## src/rtl/regfile_param_pkg.sv

```systemverilog
// Shared definitions for the parametrised register file: default data width
// and the clear-sequencer state encoding.
package regfile_param_pkg;

    localparam int D_WIDTH = 8;

    typedef enum logic {
        RF_IDLE,
        RF_CLEAR
    } rf_state_t;

endpackage

```

## src/rtl/regfile_read_port.sv

```systemverilog
// One combinational read port: range check, optional hardwired-zero r0 and
// optional same-cycle write bypass.
module regfile_read_port
    import regfile_param_pkg::*;
#(
    parameter int D_W      = D_WIDTH,
    parameter int NUM_REGS = 8,
    parameter int AW       = $clog2(NUM_REGS),
    parameter int BYPASS   = 1,
    parameter int R0_ZERO  = 0
) (
    input  logic [NUM_REGS-1:0][D_W-1:0] regs,
    input  logic [AW-1:0]                read_addr,
    input  logic                         write_accept,
    input  logic [AW-1:0]                write_addr,
    input  logic [D_W-1:0]               write_data,
    output logic [D_W-1:0]               read_data
);

    logic in_range;

    assign in_range = (int'(read_addr) < NUM_REGS);

    // write_accept already excludes dropped writes, so bypass needs no extra qualification.
    always_comb begin
        // NOTE: every combinational output gets a default first so no path can infer a latch.
        read_data = '0;
        if (in_range) begin
            read_data = regs[read_addr];
        end
        if ((R0_ZERO != 0) && (read_addr == '0)) begin
            read_data = '0;
        end
        if ((BYPASS != 0) && write_accept && (write_addr == read_addr)) begin
            read_data = write_data;
        end
    end

endmodule

```

## src/rtl/regfile_param.sv

```systemverilog
// Single-write, dual-read register file with bypass, optional zero r0 and a
// one-register-per-cycle bulk clear sequencer with busy/clear_done handshake.
module regfile_param
    import regfile_param_pkg::*;
#(
    parameter int D_W      = D_WIDTH,
    parameter int NUM_REGS = 8,
    parameter int AW       = $clog2(NUM_REGS),
    parameter int BYPASS   = 1,
    parameter int R0_ZERO  = 0
) (
    input  logic           clk,
    input  logic           reset,
    input  logic           write_en,
    input  logic [AW-1:0]  write_addr,
    input  logic [D_W-1:0] write_data,
    input  logic [AW-1:0]  read_addr_1,
    input  logic [AW-1:0]  read_addr_2,
    output logic [D_W-1:0] read_data_1,
    output logic [D_W-1:0] read_data_2,
    input  logic           clear_req,
    output logic           busy,
    output logic           clear_done
);

    localparam logic [AW-1:0] LAST_PTR = AW'(NUM_REGS - 1);

    logic [NUM_REGS-1:0][D_W-1:0] regs;
    rf_state_t                    state, state_d;
    logic [AW-1:0]                ptr, ptr_d;
    logic                         busy_d, clear_done_d;
    logic                         write_in_range, write_to_r0, write_accept;

    assign write_in_range = (int'(write_addr) < NUM_REGS);
    assign write_to_r0    = (R0_ZERO != 0) && (write_addr == '0);
    assign write_accept   = write_en && (state == RF_IDLE) && write_in_range && !write_to_r0;

    always_comb begin
        state_d = state;
        ptr_d   = ptr;
        case (state)
            RF_IDLE: begin
                if (clear_req) begin
                    state_d = RF_CLEAR;
                    ptr_d   = '0;
                end
            end
            RF_CLEAR: begin
                if (ptr == LAST_PTR) begin
                    state_d = RF_IDLE;
                    ptr_d   = '0;
                end else begin
                    ptr_d = ptr + AW'(1);
                end
            end
            default: state_d = RF_IDLE;
        endcase
        // Registered flags are computed from the next state so they line up with it.
        busy_d       = (state_d == RF_CLEAR);
        clear_done_d = (state_d == RF_CLEAR) && (ptr_d == LAST_PTR);
    end

    always_ff @(posedge clk) begin
        // NOTE: sequential state uses non-blocking assignments only, so every flop samples pre-edge values.
        if (reset) begin
            // NOTE: the array is plain flops and is deliberately cleared by reset; it must never map to RAM.
            regs       <= '0;
            state      <= RF_IDLE;
            ptr        <= '0;
            busy       <= 1'b0;
            clear_done <= 1'b0;
        end else begin
            state      <= state_d;
            ptr        <= ptr_d;
            busy       <= busy_d;
            clear_done <= clear_done_d;
            if (state == RF_CLEAR) begin
                regs[ptr] <= '0;
            end else if (write_accept) begin
                regs[write_addr] <= write_data;
            end
        end
    end

    regfile_read_port #(
        .D_W(D_W), .NUM_REGS(NUM_REGS), .AW(AW), .BYPASS(BYPASS), .R0_ZERO(R0_ZERO)
    ) u_read_port_1 (
        .regs        (regs),
        .read_addr   (read_addr_1),
        .write_accept(write_accept),
        .write_addr  (write_addr),
        .write_data  (write_data),
        .read_data   (read_data_1)
    );

    regfile_read_port #(
        .D_W(D_W), .NUM_REGS(NUM_REGS), .AW(AW), .BYPASS(BYPASS), .R0_ZERO(R0_ZERO)
    ) u_read_port_2 (
        .regs        (regs),
        .read_addr   (read_addr_2),
        .write_accept(write_accept),
        .write_addr  (write_addr),
        .write_data  (write_data),
        .read_data   (read_data_2)
    );

endmodule
```

## config.mk

```make
export PLATFORM = sky130hd
export DESIGN_NAME = regfile_param
export DESIGN_NICKNAME = d
export VERILOG_FILES = /design/src/rtl/regfile_param_pkg.sv /design/src/rtl/regfile_read_port.sv /design/src/rtl/regfile_param.sv
export SDC_FILE = /design/constraint.sdc
export NUM_CORES = 1
export LEC_CHECK = 0
export BUFFER_PORTS_ARGS = -buffer_cell sky130_fd_sc_hd__buf_4
export CAP_MARGIN = 20
export CORE_ASPECT_RATIO = 0.5
export CORE_MARGIN = 2
export CORE_UTILIZATION = 60
export CTS_BUF_LIST = sky130_fd_sc_hd__clkbuf_4 sky130_fd_sc_hd__clkbuf_8 sky130_fd_sc_hd__clkbuf_16
export DETAILED_ROUTE_END_ITERATION = 7
export PLACE_DENSITY = 0.87
export SLEW_MARGIN = 20
export SYNTH_ARGS = -nofsm -noshare
export SYNTH_HDL_FRONTEND = slang
export SYNTH_SLANG_ARGS = --single-unit
export TNS_END_PERCENT = 50
```

## constraint.sdc

```tcl
create_clock -name clk -period 1.73 [get_ports clk]
set_input_delay 0.173 -clock clk [delete_from_list [all_inputs] [get_ports clk]]
set_output_delay 0.173 -clock clk [all_outputs]
set_load 0.05 [all_outputs]
```

==> results.py, run 1 <==
metrics = {
    "logic_synthesis": {
        "yosysTopAreaCellShare_pct": 32.00,
        "synth_top_cell_by_area": "dfxtp_1",
        "synth_cells": 431,
        "ys_seq_area_share_pct": 32.00,
        "yosys-top-cells-count": "69 x dfxtp_1, 66 x a21oi_1, 65 x nand3_1",
        "ys_ff_latch": 69,
        "synth_top_flop_cell": "dfxtp_1",
        "synth_cell_type_count": 34,
        "yosys_warnings": 0,
        "post-synth-top-count-cell": "dfxtp_1",
        "async_reset_ff_share_pct": 0,
        "synth_area_sq_um": 4317,
        "synth_edf_count": 0,
        "synth_nets": 454,
        "syn_area_per_cell_sq_um": 10.02,
        "yosys-top-cells-area": "dfxtp_1 32%, mux4_1 13%, o211ai_1 11%",
    },
    "worst_setup_path": {
        "worstPathMaxFanout": 3,
        "end_kind": "output pin",
        "required_ps": 1560,
        "r2r_slack_ps": -40,
        "cp-start-kind": "register",
        "critPathKind": "reg -> out",
        "crit_arrival_ps": 1950,
    },
    "power": {
        "p_leak_nw": 1.881,
        "powerDensity_nw_per_um2": 852.0,
        "peakVddDrop_mv": 0.8917,
        "finalPower_mw": 4.480,
    },
    "layout": {
        "area_growth_pct": 21.83,
        "drive_gt1_share_pct": 43.89,
        "register_area_sq_um": 1439,
        "fin_nets": 476,
        "multi_input_area_sq_um": 2629,
        "fillers": 380,
        "stdcell_count": 550,
        "antenna_cells": 0,
        "design_area_sq_um": 5259,
    },
    "route": {
        "vias": 4600,
        "dr.pass1.iters": 8,
        "route.detailed.drc": 69,
        "via_per_inst": 8.364,
        "wirelength_mm": 17.22,
        "wire_per_inst_um": 31.31,
        "antenna_left": 0,
        "drtIter0Drc": 959,
    },
    "sta": {
        "rsz0062_at_grt": "yes",
        "skew_ps": 6.987,
        "relSlewSlack_pct": 52.54,
        "worst_pin_slew_ps": 711.8,
        "hold_viol": 0,
        "whs_ps": 142.4,
        "period_needed_ps": 2121,
        "slew_violations": 0,
        "fmax_mhz": 471.6,
        "setup_viol": 17,
        "post-route-period-util_pct": 122.6,
        "setup_ws_ps": -390.6,
    },
    "clock_tree": {
        "cts_made_buffers": 9,
        "htreeDepth": 3,
        "clk_latency_ps": 350,
        "cts_tree": "done",
        "cts_buffer_depth": 2,
        "cts_root_buf": "clkbuf_16",
        "hold_buffers": 0,
        "clock_sinks": 69,
        "clkTransAtPathRegs_ps": 60,
    },
    "placed_design": {
        "pre_cts_ws_ps": -261.9,
        "placed_cell_area_sq_um": 4738,
        "gp_congestion": 0.8769,
        "place_inst": 533,
        "io_buffer_count": 38,
        "hpwl_mm": 9.001,
    },
    "global_route": {
        "gr-total-overflow": 0,
        "grt_max_degree": 40,
        "track_usage_pct": 44.17,
        "antenna_found_initial": 0,
        "grt_pass1_vias": 4300,
        "grt_pass1_wl_mm": 25.46,
    },
    "hold_path": {
        "hold_path_class": "in -> reg",
    },
    "floorplanning": {
        "core_sq_um": 6832,
        "die_x_um": 124.0,
        "die_h_um": 63.98,
        "initial_core_util_pct": 63.19,
        "dieArea_sq_um": 7930,
        "io_pins": 39,
        "num_rows": 21,
    },
    "run_status": {
        "violations": "design-rule violations, negative setup slack",
        "status": "finished, violations left",
    },
    "run": {
        "drv_cap": 0,
    },
}
==> flip-flops by register name, indices dropped and copies added (netlist names) <==
name	cells
regs	64
ptr	3
clear_done	1
state	1
==> final timing paths <==
path,start,end,cells after the start
setup / recovery,regs[30]$_SDFFE_PP0P_,read_data_2[6],4
hold / removal,clear_req,ptr[1]$_SDFF_PP0_,3
setup reg to reg,ptr[0]$_SDFF_PP0_,regs[7]$_SDFFE_PP0P_,3
hold reg to reg,regs[57]$_SDFFE_PP0P_,regs[57]$_SDFFE_PP0P_,2
==> layout make-up <==
class / instances / share of cell area (%)
multi-input combinational: 298 / 49.99
sequential: 69 / 27.36
clock buffer: 13 / 5.330
tap: 92 / 2.189
clock inverter: 3 / 1.237
timing repair buffer: 75 / 13.89
==> critical path: stages (launching register included) <==
cell	delay (ps)
dfxtp_1	350
mux4_2	530
mux2_2	290
mux2_4	270
buf_6	160
==> report_power, final <==
| group | switching (mW) | internal (mW) |
|---|---|---|
| Sequential | 0.0441 | 1.62 |
| Combinational | 0.425 | 0.262 |
| Clock | 0.715 | 1.42 |
==> cells by family (layout without fill, tap and decap cells) <==
| logic type | Yosys count | after routing | share of synthesized area [%] |
|---|---|---|---|
| multiplexers | 64 | 64 | 27.13 |
| AO/OA/AOI/OAI | 132 | 132 | 19.13 |
| AND/OR/NAND/NOR | 94 | 94 | 12.58 |
| buffers and inverters | 64 | 91 | 7.362 |
| adder cells (fa/ha/maj) | 2 | 2 | 0.5796 |
| flip-flops | 69 | 69 | 32.00 |
| XOR/XNOR | 6 | 6 | 1.217 |
==> layout by cell type (no fill, tap or decap), types with 6 or more instances in the layout <==
cell       count
clkbuf_16      9
mux2_4        24
a21oi_1       66
o211ai_1      64
dfxtp_2       37
dfxtp_1       29
mux4_2        32
buf_8         12
nand3_1       65
buf_4         54
xnor2_1        6
mux2_2         8
==> metrics by stage <==
step	setup TNS, ps	utilization (%)
floorplan	-84.05	-
global placement	-2205	69.36
detailed placement	-2668	69.36
CTS	-5141	76.06
global route	-5696	76.98
finish	-5734	76.98
==> layer usage <==
layer	up-vias	GRT usage, %	wire (um)
li1	1713	-	-
met1	2071	56.36	5682
met2	601	62.09	6691
met3	215	19.73	3207
met4	0	25.00	1638
met5	-	0	0
==> repair_timing <==
action	4_1_cts	5_1_grt
pin swaps	0	0
gates resized for setup	74	42
endpoints found under the hold margin	0	0
setup buffers	0	1
endpoints found under the setup margin	16	22
gates cloned	0	0
Note: power is estimated with default switching activity, not from simulation.
==> run 2: changes to the inputs <==
--- a/config.mk
+++ b/config.mk
@@ -7,7 +7,6 @@
 export LEC_CHECK = 0
 export BUFFER_PORTS_ARGS = -buffer_cell sky130_fd_sc_hd__buf_4
 export CAP_MARGIN = 20
-export CORE_ASPECT_RATIO = 0.5
 export CORE_MARGIN = 2
 export CORE_UTILIZATION = 60
 export CTS_BUF_LIST = sky130_fd_sc_hd__clkbuf_4 sky130_fd_sc_hd__clkbuf_8 sky130_fd_sc_hd__clkbuf_16
==> run 2 against run 1 <==
The run ends with negative setup slack left. Worst setup slack gained 38 ps. Combinational power down 7.1%. First-iteration DRC count shrank 52%. Critical path type unchanged. Total power shrank 21%. Wire length down 26%. Clock power decreased by 42%. Die area decreased by 0.52%. Non-clock buffer count fell by 10. Final area down 4.7%.
==> results.py, run 2 (synthesis results as in run 1) <==
metrics = {
    "run_status": {
        "status": "finished, violations left",
        "violations": "negative setup slack",
    },
    "layout": {
        "fin_util_pct": 72.97,
        "register_area_sq_um": 1433,
        "drive_gt1_share_pct": 41.80,
        "largest_reg_flops": 64,
        "fillers": 512,
        "regMostFlops": "regs",
        "reg_top3": "regs x64, ptr x3",
        "fin_nets": 466,
        "multi_input_area_sq_um": 2638,
        "antenna_cells": 0,
        "area_growth_pct": 16.12,
        "mostFrequentLayoutCells": "66 x a21oi_1, 65 x nand3_1, 64 x o211ai_1",
        "stdcell_count": 541,
        "layout_commonest_cell": "a21oi_1",
    },
    "sta": {
        "skew_ps": 5.680,
        "relSlewSlack_pct": 52.90,
        "setup_viol": 16,
        "slew_violations": 0,
        "setup_ws_ps": -352.3,
        "post-route-period-util_pct": 120.4,
        "hold_viol": 0,
        "period_needed_ps": 2082,
        "worst_pin_slew_ps": 706.5,
        "fmax_mhz": 480.2,
        "fin_tns_setup_ps": -5011,
        "rsz0062_at_grt": "yes",
    },
    "hold_path": {
        "min-delay-start": "clear_req",
        "hold_path_depth": 3,
        "hold_path_class": "in -> reg",
    },
    "floorplanning": {
        "initial_core_util_pct": 62.84,
        "dieArea_sq_um": 7889,
        "core_sq_um": 6869,
        "die_x_um": 88.82,
        "io_pins": 39,
        "num_rows": 30,
        "die_h_um": 88.82,
    },
    "route": {
        "dr.pass1.iters": 7,
        "wirelength_mm": 12.77,
        "drtIter0Drc": 461,
        "antenna_left": 0,
        "vias": 4033,
        "route.detailed.drc": 0,
        "wire_per_inst_um": 23.60,
        "via_per_inst": 7.455,
    },
    "global_route": {
        "grt_max_degree": 49,
        "track_usage_pct": 34.15,
        "antenna_found_initial": 0,
        "grt_pass1_vias": 4056,
        "gr-total-overflow": 0,
        "grt_pass1_wl_mm": 20.30,
    },
    "worst_setup_path": {
        "required_ps": 1560,
        "crit_arrival_ps": 1910,
        "worstPathMaxFanout": 3,
        "reg2reg_from": "ptr[0]$_SDFF_PP0_",
        "reg2regPathDepth": 3,
        "cp-start-kind": "register",
        "startpoint": "regs[61]$_SDFFE_PP0P_",
        "end_kind": "output pin",
        "critPathKind": "reg -> out",
    },
    "clock_tree": {
        "cts_buffer_depth": 2,
        "post_cts_buffers": 0,
        "cts_tree": "done",
        "clock_sinks": 69,
        "cts_root_buf": "clkbuf_8",
        "hold_buffers": 0,
        "htreeDepth": 3,
        "clk_latency_ps": 350,
        "clkTransAtPathRegs_ps": 70,
        "cts_made_buffers": 9,
    },
    "placed_design": {
        "gp_congestion": 0.8630,
        "hpwl_mm": 8.244,
        "io_buffer_count": 38,
        "place_inst": 528,
    },
    "power": {
        "p_leak_nw": 1.762,
        "powerDensity_nw_per_um2": 703.1,
        "peakVddDrop_mv": 0.7486,
    },
    "run": {
        "drv_cap": 0,
    },
}
-- run 2: cell count changes in the layout (fill, tap and decap cells not counted), sizes merged --
cell,delta
buf,-10
clkinv,+1
clkbuf,-3
bufinv,-1
-- run 2: worst paths after layout --
kind         slack [ps]                     to
min                 110      ptr[1]$_SDFF_PP0_
max reg2reg         120   regs[2]$_SDFFE_PP0P_
min reg2reg         510  regs[58]$_SDFFE_PP0P_
max                -350         read_data_2[5]
-- run 2: report_power, final --
part	switching (mW)	internal [mW]	leakage [nW]	total (mW)
combinational	0.382	0.256	1.09	0.638
sequential	0.0329	1.62	0.578	1.65
clock	0.581	0.653	0.0913	1.23
total	0.995	2.53	1.76	3.52
-- run 2: cell type report --
| cell class | instances | area share [%] |
|---|---|---|
| clock inverter | 3 | 0.7988 |
| clock buffer | 10 | 2.621 |
| sequential | 69 | 28.58 |
| tap | 96 | 2.396 |
| timing repair buffer | 65 | 12.98 |
| multi-input combinational | 298 | 52.62 |
-- run 2: metrics by stage --
stage          hold WS [ps]  power (mW)  setup slack [ps]  cell area [sq um]
2_1_floorplan         367.6       2.078            -6.005               4318
3_3_place_gp          470.3       2.236            -193.8               4663
3_5_place_dp          482.8       2.254            -225.7               4663
4_1_cts               109.2       3.508            -333.2               4972
5_1_grt               109.8       3.637            -374.5               5012
6_report              108.5       3.524            -352.3               5012
-- run 2: what timing repair did --
item,in CTS,in global routing
gates cloned,0,0
gates resized for setup,84,32
setup endpoints to repair,16,16
-- run 2: routing by layer --
layer | up-vias | part of all wire [%] | global-route usage [%]
met1 | 1997 | 37 | 41.03
met4 | 0 | 3.6 | 16.25
met5 | - | 0 | 0
li1 | 1693 | - | -
met2 | 283 | 50 | 55.97
met3 | 60 | 9.2 | 10.45
-- run 2: critical path: stages, from the launching register on --
cell,delay [ps]
dfxtp_2,340
mux4_2,500
mux2_4,290
mux2_4,270
buf_8,150
